File: src/rtl/seq_step_ctrl.sv
// Run controller for the 5-state phase sequencer: per-phase dwell timing,
// advance/reset strobes to the sequencer, repeat rounds, pause, single-step and abort.
module seq_step_ctrl #(
    parameter int DW = 8,
    parameter int RW = 4
) (
    input  logic          clk,
    input  logic          rst,
    input  logic          cfg_we,
    input  logic [2:0]    cfg_addr,
    input  logic [DW-1:0] cfg_data,
    input  logic          start,
    input  logic          halt,
    input  logic          step_req,
    input  logic [RW-1:0] reps,
    output logic          adv,
    output logic          seq_rst,
    output logic [2:0]    phase,
    output logic          busy,
    output logic          done,
    output logic          cfg_err
);

    typedef enum logic [2:0] {
        S_IDLE  = 3'd0,
        S_LOAD  = 3'd1,
        S_RUN   = 3'd2,
        S_PAUSE = 3'd3,
        S_DONE  = 3'd4
    } state_t;

    state_t        state_reg, state_next;
    logic [DW-1:0] cnt_reg, cnt_next;
    logic [2:0]    phase_reg, phase_next;
    logic [RW-1:0] rep_cnt_reg, rep_cnt_next;
    logic [RW-1:0] reps_reg, reps_next;
    logic          step_pend_reg, step_pend_next;
    logic          cfg_err_reg;

    logic          cfg_ok;
    logic [DW-1:0] dwell_arr [5];
    logic [DW-1:0] cur_dwell;
    logic [DW-1:0] term_cnt;
    logic          at_term;
    logic          last_round;

    assign cfg_ok = cfg_we && (state_reg == S_IDLE || state_reg == S_DONE)
                    && (cfg_addr <= 3'd4);

    genvar gi;
    generate
        for (gi = 0; gi < 5; gi++) begin : g_dwell
            logic [DW-1:0] dwell_reg;
            always_ff @(posedge clk) begin
                if (rst)
                    dwell_reg <= DW'(1);
                else if (cfg_ok && cfg_addr == 3'(gi))
                    dwell_reg <= cfg_data;
            end
            assign dwell_arr[gi] = dwell_reg;
        end
    endgenerate

    always_comb begin
        cur_dwell = dwell_arr[0];
        case (phase_reg)
            3'd1:    cur_dwell = dwell_arr[1];
            3'd2:    cur_dwell = dwell_arr[2];
            3'd3:    cur_dwell = dwell_arr[3];
            3'd4:    cur_dwell = dwell_arr[4];
            default: cur_dwell = dwell_arr[0];
        endcase
    end

    // A zero dwell behaves as one cycle, so the terminal count is max(d,1)-1.
    assign term_cnt   = (cur_dwell == '0) ? '0 : cur_dwell - DW'(1);
    assign at_term    = (cnt_reg == term_cnt);
    assign last_round = adv && (phase_reg == 3'd4) && (reps_reg != '0)
                        && (rep_cnt_reg + RW'(1) == reps_reg);

    always_ff @(posedge clk) begin
        if (rst)
            state_reg <= S_IDLE;
        else
            state_reg <= state_next;
    end

    always_comb begin
        state_next = state_reg;
        case (state_reg)
            S_IDLE, S_DONE: begin
                if (start)
                    state_next = S_LOAD;
            end
            S_LOAD: state_next = S_RUN;
            S_RUN: begin
                if (last_round)
                    state_next = S_DONE;
                else if (halt)
                    state_next = S_PAUSE;
            end
            S_PAUSE: begin
                if (last_round)
                    state_next = S_DONE;
                else if (halt)
                    state_next = S_IDLE;
                else if (start)
                    state_next = S_RUN;
            end
            default: state_next = S_IDLE;
        endcase
    end

    always_comb begin
        adv     = 1'b0;
        seq_rst = 1'b0;
        busy    = 1'b0;
        done    = 1'b0;
        case (state_reg)
            S_LOAD: begin
                seq_rst = 1'b1;
                busy    = 1'b1;
            end
            S_RUN: begin
                busy = 1'b1;
                adv  = at_term;
            end
            S_PAUSE: begin
                busy = 1'b1;
                adv  = step_pend_reg;
            end
            S_DONE:  done = 1'b1;
            default: ;
        endcase
    end

    assign phase   = phase_reg;
    assign cfg_err = cfg_err_reg;

    always_comb begin
        cnt_next       = cnt_reg;
        phase_next     = phase_reg;
        rep_cnt_next   = rep_cnt_reg;
        reps_next      = reps_reg;
        step_pend_next = 1'b0;
        case (state_reg)
            S_IDLE, S_DONE: begin
                if (start) begin
                    cnt_next     = '0;
                    phase_next   = '0;
                    rep_cnt_next = '0;
                    reps_next    = reps;
                end
            end
            S_LOAD: cnt_next = '0;
            S_RUN: begin
                if (!halt)
                    cnt_next = cnt_reg + DW'(1);
            end
            S_PAUSE: begin
                // The step request becomes a one-cycle advance in the following cycle.
                if (!step_pend_reg && !halt && !start && step_req)
                    step_pend_next = 1'b1;
            end
            default: ;
        endcase
        if (adv) begin
            cnt_next   = '0;
            phase_next = (phase_reg == 3'd4) ? 3'd0 : phase_reg + 3'd1;
            if (phase_reg == 3'd4)
                rep_cnt_next = rep_cnt_reg + RW'(1);
        end
    end

    always_ff @(posedge clk) begin
        if (rst) begin
            cnt_reg       <= '0;
            phase_reg     <= '0;
            rep_cnt_reg   <= '0;
            reps_reg      <= '0;
            step_pend_reg <= 1'b0;
            cfg_err_reg   <= 1'b0;
        end else begin
            cnt_reg       <= cnt_next;
            phase_reg     <= phase_next;
            rep_cnt_reg   <= rep_cnt_next;
            reps_reg      <= reps_next;
            step_pend_reg <= step_pend_next;
            cfg_err_reg   <= cfg_we && !cfg_ok;
        end
    end

endmodule

File: config.mk
export PLATFORM = sky130hd
export DESIGN_NAME = seq_step_ctrl
export DESIGN_NICKNAME = d
export VERILOG_FILES = /design/src/rtl/seq_step_ctrl.sv
export SDC_FILE = /design/constraint.sdc
export NUM_CORES = 1
export LEC_CHECK = 0
export CAP_MARGIN = 20
export CELL_PAD_IN_SITES_DETAIL_PLACEMENT = 0
export CELL_PAD_IN_SITES_GLOBAL_PLACEMENT = 2
export CORE_AREA = 3 3 108 110
export DETAILED_ROUTE_END_ITERATION = 6
export DIE_AREA = 0 0 111 113
export PLACE_DENSITY_LB_ADDON = 0.1
export SLEW_MARGIN = 20
export SYNTH_ARGS = -nofsm -noshare
export SYNTH_HDL_FRONTEND = slang
export SYNTH_SLANG_ARGS = --single-unit
File: constraint.sdc
create_clock -name clk -period 5.5 [get_ports clk]
set_clock_uncertainty 0.2 [all_clocks]
set_input_delay 1.375 -clock clk [delete_from_list [all_inputs] [get_ports clk]]
set_output_delay 1.375 -clock clk [all_outputs]
set_load 0.05 [all_outputs]
# [After elaboration in Yosys (flattened, before gate mapping)]
# Index checks and enable logic that the tools add are counted.
[word_totals] ff_bits=64 inputBits=21 wordCells=95 output_inout_bits=8
[op_classes] addsub=4 n_bitwise=1 order_cmp=1 n_reduce_logical=34 eq_ne=18 mux=25
[op_table] operator="8-bit case mux with 4 select lines" count=1
[op_table] operator="3-bit 2-to-1 mux" count=10
[op_table] operator="8-bit 2-to-1 mux" count=3
[op_table] operator="8-bit case mux with 3 select lines" count=1
[op_table] operator="3-bit by 2-bit equality test with 1-bit output, second input constant" count=6
[op_table] operator="4-bit 2-to-1 mux" count=4
[op_table] operator="1-bit logical AND" count=14
[op_table] operator="3-bit case mux with 4 select lines" count=1
[op_table] operator="3-bit by 1-bit equality test with 1-bit output, second input constant" count=3
[op_table] operator="3-bit equality test, second input constant" count=3
[op_table] operator="8-bit by 1-bit adder with 8-bit output, second input constant" count=1
[op_table] operator="8-bit equality test" count=1
[op_table] operator="8-bit zero test" count=1
[op_table] operator="8-bit by 1-bit subtractor with 8-bit output, second input constant" count=1
[op_table] operator="3-bit zero test" count=2
[op_table] operator="3-bit AND reduction" count=2
[op_table] operator="2-bit OR reduction" count=3
[op_table] operator="4-bit by 1-bit adder with 4-bit output, second input constant" count=1
[op_table] operator="4-bit equality test" count=1
[op_table] operator="1-bit zero test" count=4
[op_table] operator="1-bit 2-to-1 mux" count=4
[op_table] operator="2-bit != test, second input constant" count=2
[op_table] operator="4-bit != test, second input constant" count=1
[op_table] operator="2-bit AND reduction" count=2
[op_table] operator="other kinds (10)" count=11

# [Logic depth before layout (Yosys ltp)]
[logic_depth] depth_word=11 ltp_mapped=21 depth_no_buf=17

# [Least setup slack after synthesis]
# Ideal clock, no wire load.
[synth_timing] kind="flip-flop to output port" start="register phase_reg[0], in the netlist phase[0]" end="output adv" setup_slack_ns=-0.544 required_ns=3.925 n_path_buf=2 path_stages_with_launch=19 arrival_time_ns=4.469 path_cell_list="dfxtp_1 -> inv_1 -> ha_1 -> buf_6 -> or4_4 -> nand2_2 -> buf_6 -> mux2_2 -> inv_2 -> ha_1 -> inv_1 -> a2111o_1 -> o31a_1 -> xnor2_1 -> o21ai_0 -> o41a_1 -> nor4bb_1 -> nand4_1 -> nand2_1"
[synth_between] elab_chain_cells=6 word_cells_on_any_way=10 classes_between="1 x add/sub; 5 x eq/ne; 3 x mux; 1 x reduce/logical"
[synth_lines] element="start: declaration" line_no="34" text="logic [2:0] phase_reg, phase_next;"
[synth_lines] element="start signal: assignment" line_no="185" text="phase_reg <= phase_next;"
[synth_lines] element="3-bit equality test, or another cell as far along" line_no="66" text="case (phase_reg)"
[synth_lines] element="8-bit case mux with 4 select lines (*)" line_no="66"
[synth_lines] element="8-bit by 1-bit subtractor with 8-bit output or 8-bit zero test (tied branches)" line_no="76" text="assign term_cnt = (cur_dwell == '0) ? '0 : cur_dwell - DW'(1);"
[synth_lines] element="8-bit 2-to-1 mux (*)" line_no="76"
[synth_lines] element="8-bit equality test (*)" line_no="77" text="assign at_term = (cnt_reg == term_cnt);"
[synth_lines] element="1-bit case mux with 2 select lines (*)" line_no="119" text="case (state_reg)"
[synth_lines] element="end: declaration" line_no="16" text="output logic adv,"
# Every way passes the cells marked *; elsewhere a longest branch is shown, timed or not.

# [Worst setup path in the final report]
[layout_timing] start="register phase_reg[1], in the netlist phase[1]" end="output adv"
# Same word-level chain as after synthesis.

==> flow_summary_export.csv <==
group,metric,value,unit
die,die_area,12540,sq um
clock_network,clk_pin_slew,0.07,ns
yosys,yosysSeqAreaShare,37.59,%
placement,dpl.cell_count,547,
die,rows,38,
grt,met3_usage,3.369,%
timing,grt_setup_unrepaired,"yes",
hold_path,holdCritPathClass,"flop to flop",
setup_path,crit_type,"flop to output port",
finish,nets,458,
clock_network,clock_path_buffers,2,
grt,grt.busiest_layer,"met2",
finish,diodes,0,
timing,report.final.slew_viol_count,0,
placement,portBuffers,28,
grt,grt_max_degree,58,
placement,place.detailed.hpwl,6552,microns
yosys,async_reset_ff_share,0,%
timing,finalCriticalPeriod,5.465,ns
setup_path,cpPeakStageDelay,0.54,ns
drt,antenna_left,0,
clock_network,clock_latency,0.36,ns
grt,antenna_found_initial,0,
timing,period_share,99.37,%
setup_path,endpoint_kind,"output port",
setup_path,crit_chain,"inv_4 > ha_4 > or4_4 > nand2_4 > mux2_4 > inv_4 > ha_4 > inv_2 > a2111o_1 > o31a_1 > xnor2_2 > o21ai_2 > o41a_1 > nor4bb_4 > nand4_1 > nand2_4 > buf_12",
drt,wl_per_cell,16.26,microns
setup_path,r2r_cells,19,
finish,final_cells,574,
setup_path,crit_required,3.92,ns
setup_path,r2r_start,"phase[1]",
timing,fin_ws,0.03450,ns
yosys,ys_types,56,
setup_path,cpMaxStageDelayCell,"or4_4",
timing,hold_ws,0.2905,ns
setup_path,rrSetupSlack,1.12,ns
grt,use_met1,20.67,%
clock_network,cts_sinks,64,
hold_path,min_to,"g_dwell[4].dwell_reg[0]",
timing,tightest_slew,0.6561,ns
placement,pre_cts_ws,0.1316,ns
setup_path,start_kind,"flop",
yosys,yosysWarnings,0,
finish,n_fill_cell,1103,
grt,grt.total_usage,15.81,%
pwr,p_per_area,256.8,nW/um^2
finish,final_util,39.08,%
pwr,leakage,0.001710,uW
die,core,10790,sq um
die,die_height,113,microns
setup_path,arrival,3.89,ns
grt,use_met2,24.76,%
yosys,syn_nets,420,
placement,place.gp.congestion,0.7941,
finish,final_cell_mix,"dfxtp_1 (61), nor2_1 (57), mux2i_1 (41)",
clock_network,cts.htree.levels,3,
clock_network,numCtsBuffers,9,
hold_path,min_from,"g_dwell[4].dwell_reg[0]",
timing,tns,0,ns
yosys,syn_inst,391,
timing,fmax,183.0,MHz
run_status,status,"complete, no violations",
timing,hold_viol_final,0,
drt,num_vias,2982,
finish,drive_gt1_share,14.98,%
clock_network,root_buffer,"clkbuf_8",
run,cap_violations,0,
setup_path,cp_max_fo,3,
finish,layout_commonest_cell,"dfxtp_1",
drt,routed_wl,9334,microns
yosys,syn-mean-instance-area,8.717,sq um
die,start_util,31.58,%
timing,slew_headroom,55.01,%
die,ioPinCount,29,
grt,grt_pass1_wl,15780,microns
finish,largest_register_ffs,40,
setup_path,r2r_end,"cnt_reg[5]",
grt,gr-total-overflow,0,
drt,drtIter0Drc,149,
drt,drc,0,
drt,firstDrtPassIters,4,
yosys,ys.flop_type,"dfxtp_1",
grt,grt_pass1_vias,2962,
drt,routed_via_density,5.195,
clock_network,ctsHoldBuffers,0,
yosys,syn_area,3408,sq um
clock_network,cts_tree,"done",
pwr,ir_drop,0.1313,mV
timing,setup_viol,0,
yosys,ys_ff_latch,64,
hold_path,holdPathStages,1,
finish,syn2layout_area_growth,23.75,%
yosys,synth_edf_count,0,
die,die_w,111,microns
layer usage:
metal	vias up	share of wire, %
li1	1504	-
met4	0	2.4
met2	59	46
met3	14	3.8
met5	-	0
met1	1405	48
cells by family (layout without fill, tap and decap cells):
| family | count (synthesis) | in the layout | share of synthesized area (%) |
|---|---|---|---|
| buf+inv | 29 | 72 | 3.744 |
| compound gates | 82 | 82 | 17.07 |
| simple gates | 146 | 146 | 20.81 |
| fa+ha+maj | 8 | 8 | 2.937 |
| xor+xnor | 15 | 15 | 3.855 |
| flops | 64 | 64 | 37.59 |
| mux | 47 | 47 | 13.99 |
per-stage QoR:
stage | power (uW) | area (sq um)
2_1_floorplan | 623.6 | 3440
3_3_place_gp | 694.9 | 3874
3_5_place_dp | 694.3 | 3874
4_1_cts | 1103 | 4214
5_1_grt | 1144 | 4218
6_report | 1083 | 4218
cell usage after synthesis, drive strengths merged, types with 3 or more instances:
cell type  count  area [sq um]
nor3          10         50.05
mux2           5         56.30
xor2           8         70.07
nand3          6         35.03
and3           3         18.77
a32oi          9         78.83
o221ai         3         26.28
nand4         12         75.07
mux2i         42         420.4
xnor2          7         61.31
nand2         30         115.1
ha             8         100.1
nor2b          7         43.79
a21oi         20         100.1
a211o          5         43.79
a22oi          8         60.06
or4            3         26.27
nor2          57         214.0
buf            5         37.53
o21ai         12         60.05
nand2b         5         31.28
dfxtp         64          1281
o211ai         4         30.03
clkbuf        17         63.81
inv            7         26.27
repair_timing:
item / CTS / global route
pin swaps: 11 / 6
gates resized for setup: 20 / 2
hold endpoints to repair: 0 / 0
gates cloned: 0 / 0
buffers inserted: 11 / 0
endpoints found under the setup margin: 1 / 1
power breakdown:
group          internal (uW)  leakage (uW)  switching, uW
clock                    187     0.0000894            187
combinational            101       0.00110            119
sequential               476      0.000520           14.2
total                    763       0.00171            320
worst max path at each step:
stage	to	cells after the start	slack, ns	start
floorplan	adv	18	0.005	phase[0]
global placement	adv	17	0.23	phase[0]
detailed placement	adv	16	0.13	phase[0]
CTS	adv	18	-0.02	phase[1]
global route	adv	18	-0.1	phase[1]
finish	adv	17	0.03	phase[1]
layout make-up:
class | instances | area, sq um | area share [%]
multi-input cells | 298 | 2098 | 49.75
flip-flops and latches | 64 | 1290 | 30.58
repair buffers | 49 | 446.7 | 10.59
well taps | 140 | 175.2 | 4.153
clock buffers | 13 | 158.9 | 3.767
inverters | 7 | 31.28 | 0.7416
clock inverters | 3 | 17.52 | 0.4153
critical path, delay by kind of cell (launching register included):
| family | cells | cell delay [ns] |
|---|---|---|
| buffers and inverters | 4 | 0.28 |
| AOI/OAI and AO/OA | 4 | 0.82 |
| muxes | 1 | 0.33 |
| and+or+nand+nor | 5 | 1.24 |
| xor gates and xnor gates | 1 | 0.19 |
| adders and majority gates | 2 | 0.30 |
| DFF | 1 | 0.38 |
No activity file was read; power rests on OpenSTA's default activity.
